## src/rtl/riscv_multicycle_controller.sv

```systemverilog
// Control FSM for the multicycle RISC-V datapath: sequences register enables, mux selects and ALU op per instruction class.
// Latency: outputs are combinational from state (plus funct/flags); CPI 2 (illegal) to 5 (lw, jalr).
// Backpressure: none; one instruction in flight, shared memory assumed single-cycle.
module riscv_multicycle_controller (
  input  logic       clk,
  input  logic       rst,
  input  logic [6:0] Opcode,
  input  logic [2:0] Func3,
  input  logic       Func7,
  input  logic       ZeroFlag,
  input  logic       NegFlag,
  output logic       PCWrite,
  output logic       IRWrite,
  output logic       MemWrite,
  output logic       RegWrite,
  output logic       AdrSlc,
  output logic [1:0] InputA,
  output logic [1:0] InputB,
  output logic [1:0] ResultSlc,
  output logic [2:0] AluOpcode,
  output logic [2:0] ImmSlc,
  output logic       InstrDone,
  output logic       IllegalInstr
);

  typedef enum logic [3:0] {
    S_FETCH  = 4'd0,
    S_DECODE = 4'd1,
    S_MEMADR = 4'd2,
    S_MEMRD  = 4'd3,
    S_MEMWB  = 4'd4,
    S_MEMWR  = 4'd5,
    S_EXR    = 4'd6,
    S_EXI    = 4'd7,
    S_ALUWB  = 4'd8,
    S_BRANCH = 4'd9,
    S_JAL1   = 4'd10,
    S_JAL2   = 4'd11,
    S_JALR1  = 4'd12,
    S_JALR2  = 4'd13,
    S_JALR3  = 4'd14,
    S_LUI    = 4'd15
  } state_t;

  localparam logic [6:0] OP_LW   = 7'b0000011;
  localparam logic [6:0] OP_SW   = 7'b0100011;
  localparam logic [6:0] OP_R    = 7'b0110011;
  localparam logic [6:0] OP_I    = 7'b0010011;
  localparam logic [6:0] OP_BR   = 7'b1100011;
  localparam logic [6:0] OP_JAL  = 7'b1101111;
  localparam logic [6:0] OP_JALR = 7'b1100111;
  localparam logic [6:0] OP_LUI  = 7'b0110111;

  localparam logic [2:0] ALU_ADD = 3'b000;
  localparam logic [2:0] ALU_SUB = 3'b001;
  localparam logic [2:0] ALU_AND = 3'b010;
  localparam logic [2:0] ALU_OR  = 3'b011;
  localparam logic [2:0] ALU_SLT = 3'b100;
  localparam logic [2:0] ALU_XOR = 3'b101;

  localparam logic [2:0] IMM_I = 3'b000;
  localparam logic [2:0] IMM_S = 3'b001;
  localparam logic [2:0] IMM_B = 3'b010;
  localparam logic [2:0] IMM_J = 3'b011;
  localparam logic [2:0] IMM_U = 3'b100;

  state_t     state, state_nxt;
  logic [2:0] funct_alu;
  logic       alu_f3_ok;
  logic       r_ok, i_ok, br_ok;
  logic       br_taken;

  // Funct decode shared by EXR/EXI: ALU op and legality of Func3/Func7
  always_comb begin
    funct_alu = ALU_ADD;
    alu_f3_ok = 1'b1;
    case (Func3)
      3'b000:  funct_alu = (Opcode == OP_R && Func7) ? ALU_SUB : ALU_ADD;
      3'b111:  funct_alu = ALU_AND;
      3'b110:  funct_alu = ALU_OR;
      3'b010:  funct_alu = ALU_SLT;
      3'b100:  funct_alu = ALU_XOR;
      default: alu_f3_ok = 1'b0;
    endcase
  end

  // Func7 only selects add/sub in R-type; set on any other R op it is unsupported
  assign r_ok  = alu_f3_ok && (Func3 == 3'b000 || !Func7);
  assign i_ok  = alu_f3_ok;
  assign br_ok = (Func3 == 3'b000) || (Func3 == 3'b001) ||
                 (Func3 == 3'b100) || (Func3 == 3'b101);

  // Branch condition from ALU flags of rs1-rs2; NegFlag taken as signed lt without overflow fixup
  always_comb begin
    br_taken = 1'b0;
    case (Func3)
      3'b000:  br_taken = ZeroFlag;
      3'b001:  br_taken = !ZeroFlag;
      3'b100:  br_taken = NegFlag;
      3'b101:  br_taken = !NegFlag;
      default: br_taken = 1'b0;
    endcase
  end

  // State register; reset drops straight back to FETCH
  always_ff @(posedge clk or negedge rst) begin
    if (!rst) state <= S_FETCH;
    else      state <= state_nxt;
  end

  // Next state and per-state outputs; everything is forced low while reset is held
  always_comb begin
    state_nxt    = S_FETCH;
    PCWrite      = 1'b0;
    IRWrite      = 1'b0;
    MemWrite     = 1'b0;
    RegWrite     = 1'b0;
    AdrSlc       = 1'b0;
    InputA       = 2'd0;
    InputB       = 2'd0;
    ResultSlc    = 2'd0;
    AluOpcode    = ALU_ADD;
    ImmSlc       = IMM_I;
    InstrDone    = 1'b0;
    IllegalInstr = 1'b0;
    case (state)
      S_FETCH: begin
        IRWrite   = 1'b1;
        InputB    = 2'd2;
        ResultSlc = 2'd2;
        PCWrite   = 1'b1;
        state_nxt = S_DECODE;
      end
      S_DECODE: begin
        InputA = 2'd1;
        InputB = 2'd1;
        ImmSlc = IMM_B;
        case (Opcode)
          OP_LW, OP_SW: state_nxt = S_MEMADR;
          OP_R:         state_nxt = r_ok  ? S_EXR    : S_FETCH;
          OP_I:         state_nxt = i_ok  ? S_EXI    : S_FETCH;
          OP_BR:        state_nxt = br_ok ? S_BRANCH : S_FETCH;
          OP_JAL:       state_nxt = S_JAL1;
          OP_JALR:      state_nxt = S_JALR1;
          OP_LUI:       state_nxt = S_LUI;
          default:      state_nxt = S_FETCH;
        endcase
        IllegalInstr = (state_nxt == S_FETCH);
      end
      S_MEMADR: begin
        InputA    = 2'd2;
        InputB    = 2'd1;
        ImmSlc    = (Opcode == OP_SW) ? IMM_S : IMM_I;
        state_nxt = (Opcode == OP_SW) ? S_MEMWR : S_MEMRD;
      end
      S_MEMRD: begin
        AdrSlc    = 1'b1;
        state_nxt = S_MEMWB;
      end
      S_MEMWB: begin
        ResultSlc = 2'd1;
        RegWrite  = 1'b1;
        InstrDone = 1'b1;
      end
      S_MEMWR: begin
        AdrSlc    = 1'b1;
        MemWrite  = 1'b1;
        InstrDone = 1'b1;
      end
      S_EXR: begin
        InputA    = 2'd2;
        AluOpcode = funct_alu;
        state_nxt = S_ALUWB;
      end
      S_EXI: begin
        InputA    = 2'd2;
        InputB    = 2'd1;
        AluOpcode = funct_alu;
        state_nxt = S_ALUWB;
      end
      S_ALUWB: begin
        RegWrite  = 1'b1;
        InstrDone = 1'b1;
      end
      S_BRANCH: begin
        InputA    = 2'd2;
        AluOpcode = ALU_SUB;
        PCWrite   = br_taken;
        InstrDone = 1'b1;
      end
      S_JAL1: begin
        InputA    = 2'd1;
        InputB    = 2'd2;
        ResultSlc = 2'd2;
        RegWrite  = 1'b1;
        state_nxt = S_JAL2;
      end
      S_JAL2: begin
        InputA    = 2'd1;
        InputB    = 2'd1;
        ImmSlc    = IMM_J;
        ResultSlc = 2'd2;
        PCWrite   = 1'b1;
        InstrDone = 1'b1;
      end
      S_JALR1: begin
        InputA    = 2'd2;
        InputB    = 2'd1;
        state_nxt = S_JALR2;
      end
      // PC is loaded from ALUOut before rd is written, so rd==rs1 cannot corrupt the target
      S_JALR2: begin
        PCWrite   = 1'b1;
        state_nxt = S_JALR3;
      end
      S_JALR3: begin
        InputA    = 2'd1;
        InputB    = 2'd2;
        ResultSlc = 2'd2;
        RegWrite  = 1'b1;
        InstrDone = 1'b1;
      end
      S_LUI: begin
        ImmSlc    = IMM_U;
        ResultSlc = 2'd3;
        RegWrite  = 1'b1;
        InstrDone = 1'b1;
      end
      default: state_nxt = S_FETCH;
    endcase
    if (!rst) begin
      state_nxt    = S_FETCH;
      PCWrite      = 1'b0;
      IRWrite      = 1'b0;
      MemWrite     = 1'b0;
      RegWrite     = 1'b0;
      AdrSlc       = 1'b0;
      InputA       = 2'd0;
      InputB       = 2'd0;
      ResultSlc    = 2'd0;
      AluOpcode    = ALU_ADD;
      ImmSlc       = IMM_I;
      InstrDone    = 1'b0;
      IllegalInstr = 1'b0;
    end
  end

endmodule
```

## config.mk

```make
export PLATFORM = sky130hd
export DESIGN_NAME = riscv_multicycle_controller
export DESIGN_NICKNAME = d
export VERILOG_FILES = /design/src/rtl/riscv_multicycle_controller.sv
export SDC_FILE = /design/constraint.sdc
export NUM_CORES = 1
export LEC_CHECK = 0
export CORE_UTILIZATION = 38
export CTS_CLUSTER_SIZE = 8
export DETAILED_ROUTE_END_ITERATION = 8
export GPL_TIMING_DRIVEN = 0
export PLACE_DENSITY = 0.83
export SYNTH_ARGS = -nofsm -noshare
export SYNTH_HDL_FRONTEND = slang
export SYNTH_SLANG_ARGS = --single-unit
```

## constraint.sdc

```tcl
create_clock -name clk -period 1.56 [get_ports clk]
set_input_delay 0.234 -clock clk [delete_from_list [all_inputs] [get_ports clk]]
set_output_delay 0.234 -clock clk [all_outputs]
set_load 0.01 [all_outputs]
```

Word-level counts from Yosys, hierarchy flattened
Index checks and enable logic that the tools add are counted.
{ "word_totals": {"register_bits": 4, "latch_bits": 0, "ramBits": 0, "mem_bits_ro": 0, "inputBits": 15, "out_inout_bits": 19, "wordCells": 91, "memories": 0} }
{ "classes": {"add_sub_neg": 0, "n_mul": 0, "div_mod_pow": 0, "magnitude_cmp": 0, "eq_ne": 29, "shift": 0, "mux": 37, "bitwise_logic": 0, "n_reduce_logical": 24} }
{ "op_table": {"columns": ["operator", "n"], "rows": [
  ["4-bit equality test (second input constant)", 8],
  ["4-bit case mux with 8 select lines", 1],
  ["4-bit case mux with 7 select lines", 1],
  ["7-bit by 6-bit equality test with 1-bit output (second input constant)", 3],
  ["7-bit equality test (second input constant)", 3],
  ["5-bit OR reduction", 4],
  ["4-bit by 3-bit equality test with 1-bit output (second input constant)", 4],
  ["1-bit two-way mux", 16],
  ["3-bit two-way mux", 5],
  ["3-bit case mux with 5 select lines", 1],
  ["3-bit equality test (second input constant)", 4],
  ["4-bit two-way mux", 3],
  ["3-bit case mux with 4 select lines", 1],
  ["4-bit by 2-bit equality test with 1-bit output (second input constant)", 2],
  ["4-bit zero test", 2],
  ["2-bit case mux with 2 select lines", 2],
  ["4-bit OR reduction", 2],
  ["7-bit by 2-bit equality test with 1-bit output (second input constant)", 1],
  ["7-bit by 5-bit equality test with 1-bit output (second input constant)", 1],
  ["7-bit OR reduction", 1],
  ["2-bit two-way mux", 3],
  ["2-bit case mux with 3 select lines", 1],
  ["3-bit case mux with 2 select lines", 1],
  ["2-bit OR reduction", 3],
  ["10 further kinds", 17]
]} }

Depth between registers and ports, before layout
{ "logic_depth": {"ltp_word": 10, "depth_mapped": 5, "ltp_nobuf": 4} }

Worst setup path after synthesis
Ideal clock, no wire load.
{ "synth_path": {"kind": "register -> output", "start": "register state[2]", "end": "output port IllegalInstr", "t_arrival_ns": 1.583, "required_ns": 1.326, "setup_slack_ns": -0.257, "path_stages_with_launch": 6, "n_path_buf": 1, "path_cell_list": "dfrtp_1 > clkbuf_1 > o21ai_0 > a211o_1 > nand2_1 > a2111oi_0"} }
{ "synth_via": {"elab_chain_cells": 3} }
{ "synth_rtl": {"columns": ["element", "line", "source"], "rows": [
  ["start: declaration", "67", "state_t state, state_nxt;"],
  ["start signal: assignment", "108", "else state <= state_nxt;"],
  ["4-bit by 1-bit equality test with 1-bit output", "126", "case (state)"],
  ["1-bit two-way mux", "126", null],
  ["1-bit two-way mux", "231", "if (!rst) begin"],
  ["end: declaration", "23", "output logic IllegalInstr"]
]} }
No other way between the ends.

Worst setup path after layout
{ "layout_path": {"start": "register state[3]", "end": "output port InputB[0]"} }
{ "layout_via": {"elab_chain_cells": 4, "word_cells_on_any_way": 12, "cone_classes": "eq/ne (7); mux (2); reduce/logical (3)"} }
{ "layout_rtl": {"columns": ["element", "line", "source"], "rows": [
  ["4-bit by 1-bit equality test with 1-bit output (tied with other cells)", "126", null],
  ["5-bit OR reduction (no source line) or 3-bit OR reduction (tied branches)", null, null],
  ["2-bit case mux with 2 select lines *", "126", null],
  ["2-bit two-way mux *", "231", null],
  ["end: declaration", "18", "output logic [1:0] InputB,"]
]} }
Mark *: on every way between the ends. The rest lies on a longest branch, timed or not.

==> impl_metrics.json <==
{
  "outcome": "finished, violations left",
  "violations": "setup timing",
  "wl_per_cell_um": 18.8,
  "rsz0062_at_grt": "yes",
  "core-area_um2": 2230,
  "p_leak_uw": 0.000807,
  "largest_registers": "state: 4 flops",
  "rr_worst_depth": 7,
  "via_count": 1337,
  "dp_hpwl_um": 2040,
  "fin_crit_ps": 1970,
  "synth_flop_cell": "dfrtp_1",
  "grt_max_degree": 11,
  "syn-num-nets": 144,
  "numPortBuffers": 32,
  "slew_violations": 0,
  "cp_data_arrival_time_ps": 1730,
  "yosysUniqueCellTypes": 50,
  "placed_cell_area_um2": 1270,
  "finalSetupViolations": 22,
  "r2r_slack_ps": -260,
  "fillers": 145,
  "ant_nets": 0,
  "drc": 0,
  "drtIter0Drc": 43,
  "clk_latency_ps": 230,
  "yosysWarnings": 0,
  "worst_slew_pin_slew_ps": 270,
  "track_usage_pct": 28.3,
  "seqCellArea_um2": 101,
  "hold_viol": 0,
  "area.growth.synth_to_final_pct": 101,
  "fmax_mhz": 509,
  "slew_headroom_pct": 82.0,
  "clock-sinks": 4,
  "synthCells": 129,
  "fp-row-count": 17,
  "drv_cap": 0,
  "vias_per_cell": 6.02,
  "post-route-period-util_pct": 126,
  "avgSynthCellArea_um2": 6.99,
  "p_per_area_nw_per_um2": 312,
  "diodes": 0,
  "clockBufferDepth": 2,
  "clk_pin_slew_worst_paths_ps": 40,
  "synth-async-reset-ratio_pct": 100,
  "io_pins": 34,
  "regMostFlops": "state",
  "synth_seq_cells": 4,
  "whs_path_depth": 4,
  "routed_wl_um": 4160,
  "gp_congestion": 0.874,
  "wl_met2_um": 2030,
  "grt-ovfl-total": 0,
  "worst_ep_required_time_ps": 1330,
  "final_net_count": 211,
  "grt_antenna_before_repair": 0,
  "die_y_um": 50.7,
  "dp.cells": 189,
  "worstSetupPathType": "reg2out",
  "wl_met3_um": 247,
  "final_common_cell": "buf_2",
  "start_util_pct": 40.4,
  "first_global_vias": 1226,
  "ys_seq_area_share_pct": 11.1,
  "first_pass_iters": 4,
  "cts_root_buf": "clkbuf_4",
  "synth_edf_count": 0,
  "ir_drop_mv": 0.360,
  "final_util_pct": 81.1,
  "hold_start": "Opcode[3]",
  "netlist_area_um2": 902,
  "cts_tree": "built",
  "htree_num_levels": 1,
  "final_area_um2": 1810,
  "crit_path_start_kind": "register",
  "grt_pass1_wl_um": 5550,
  "layout-drive-gt1-share_pct": 58.2,
  "r2r_start": "state[3]",
  "timing.final.ws_setup_ps": -407,
  "dr.max_layer_used": "met4",
  "hold_path_end": "state[2]",
  "crit_fanout": 9,
  "dieArea_um2": 2570,
  "tns_ps": -5190,
  "multi_input_area_um2": 966,
  "wl_met1_um": 1740,
  "dieWidth_um": 50.7,
  "final_cell_mix": "19 x buf_2, 17 x buf_4, 11 x nor2_1",
  "r2r_end": "state[1]",
  "cts_buffers": 3,
  "largest_reg_flops": 4,
  "hold_path.class": "in2reg",
  "finalNonFillerCells": 222,
  "crit_path_end_kind": "output port",
  "skew_ps": 1.42
}
## Yosys cell counts, drive strengths merged (3+ instances only)
cell type / count / share of area [%]
nor2: 15 / 6.2
nand2: 10 / 4.2
a21oi: 8 / 4.4
nor3: 8 / 4.4
clkbuf: 6 / 2.5
buf: 5 / 4.7
nand3: 5 / 2.8
o21ai: 5 / 2.8
dfrtp: 4 / 11
nand2b: 4 / 2.8
o211ai: 4 / 3.3
and2: 3 / 2.1
nor2b: 3 / 2.1
o21a: 3 / 2.5
or2b: 3 / 2.9
## worst max-delay path: stages (launching register included)
cell      delay, ps
dfrtp_1         420
clkbuf_8        200
nand2b_4        200
and3_1          200
o21ai_1         160
o211a_1         180
buf_2           140
## report_power, final
| group | switching, uW | total [uW] | internal [uW] |
|---|---|---|---|
| registers | 4.35 | 112 | 107 |
| clock network | 40.3 | 126 | 85.9 |
| logic | 162 | 327 | 165 |
| total | 207 | 565 | 358 |
## per-stage QoR
stage	total power, uW	worst slack [ps]	hold slack (ps)
after global placement	333	-1080	539
after global routing	594	-466	510
after CTS	487	-420	522
after detailed placement	338	-1110	535
final	565	-407	471
after floorplan	234	-51.5	-61.6
## how the worst max path moves through the flow
stage / from / endpoint / slack, ps / cells after the start
final: state[3] / InputB[0] / -410 / 6
after global routing: state[3] / InputB[0] / -470 / 6
after CTS: Opcode[3] / ImmSlc[0] / -420 / 6
after detailed placement: Func3[2] / IllegalInstr / -1110 / 6
after global placement: Func3[2] / IllegalInstr / -1080 / 6
after floorplan: Func3[1] / IllegalInstr / -50 / 5
## final cells by class
class | count | area share, %
well taps | 28 | 1.94
flip-flops and latches | 4 | 5.60
plain buffers | 11 | 8.78
multi-input cells | 113 | 53.4
repair buffers | 62 | 28.9
clock buffers | 3 | 1.24
inverters | 1 | 0.207
## metal layers
metal | up-vias | track usage (%)
met5 | - | 0
met4 | 0 | 9.26
met3 | 16 | 1.52
met2 | 76 | 55.8
met1 | 622 | 31.6
li1 | 623 | -
## kinds of logic (layout without fill, tap and decap cells)
logic type	count (synthesis)	count (layout)	synth area share, %
buffers and inverters	12	77	7.63
and+or+nand+nor	70	70	44.5
xor gates and xnor gates	3	3	2.91
muxes	2	2	2.36
AOI/OAI and AO/OA	38	38	31.5
DFF	4	4	11.1
## what timing repair did
item	in CTS	in global routing
hold buffers	1	0
cloned	2	3
gates resized for setup	153	40
pin swaps	18	12
hold endpoints to repair	4	0
endpoints found under the setup margin	23	22
setup buffers	13	12
Power figures use the tool's default switching activity.
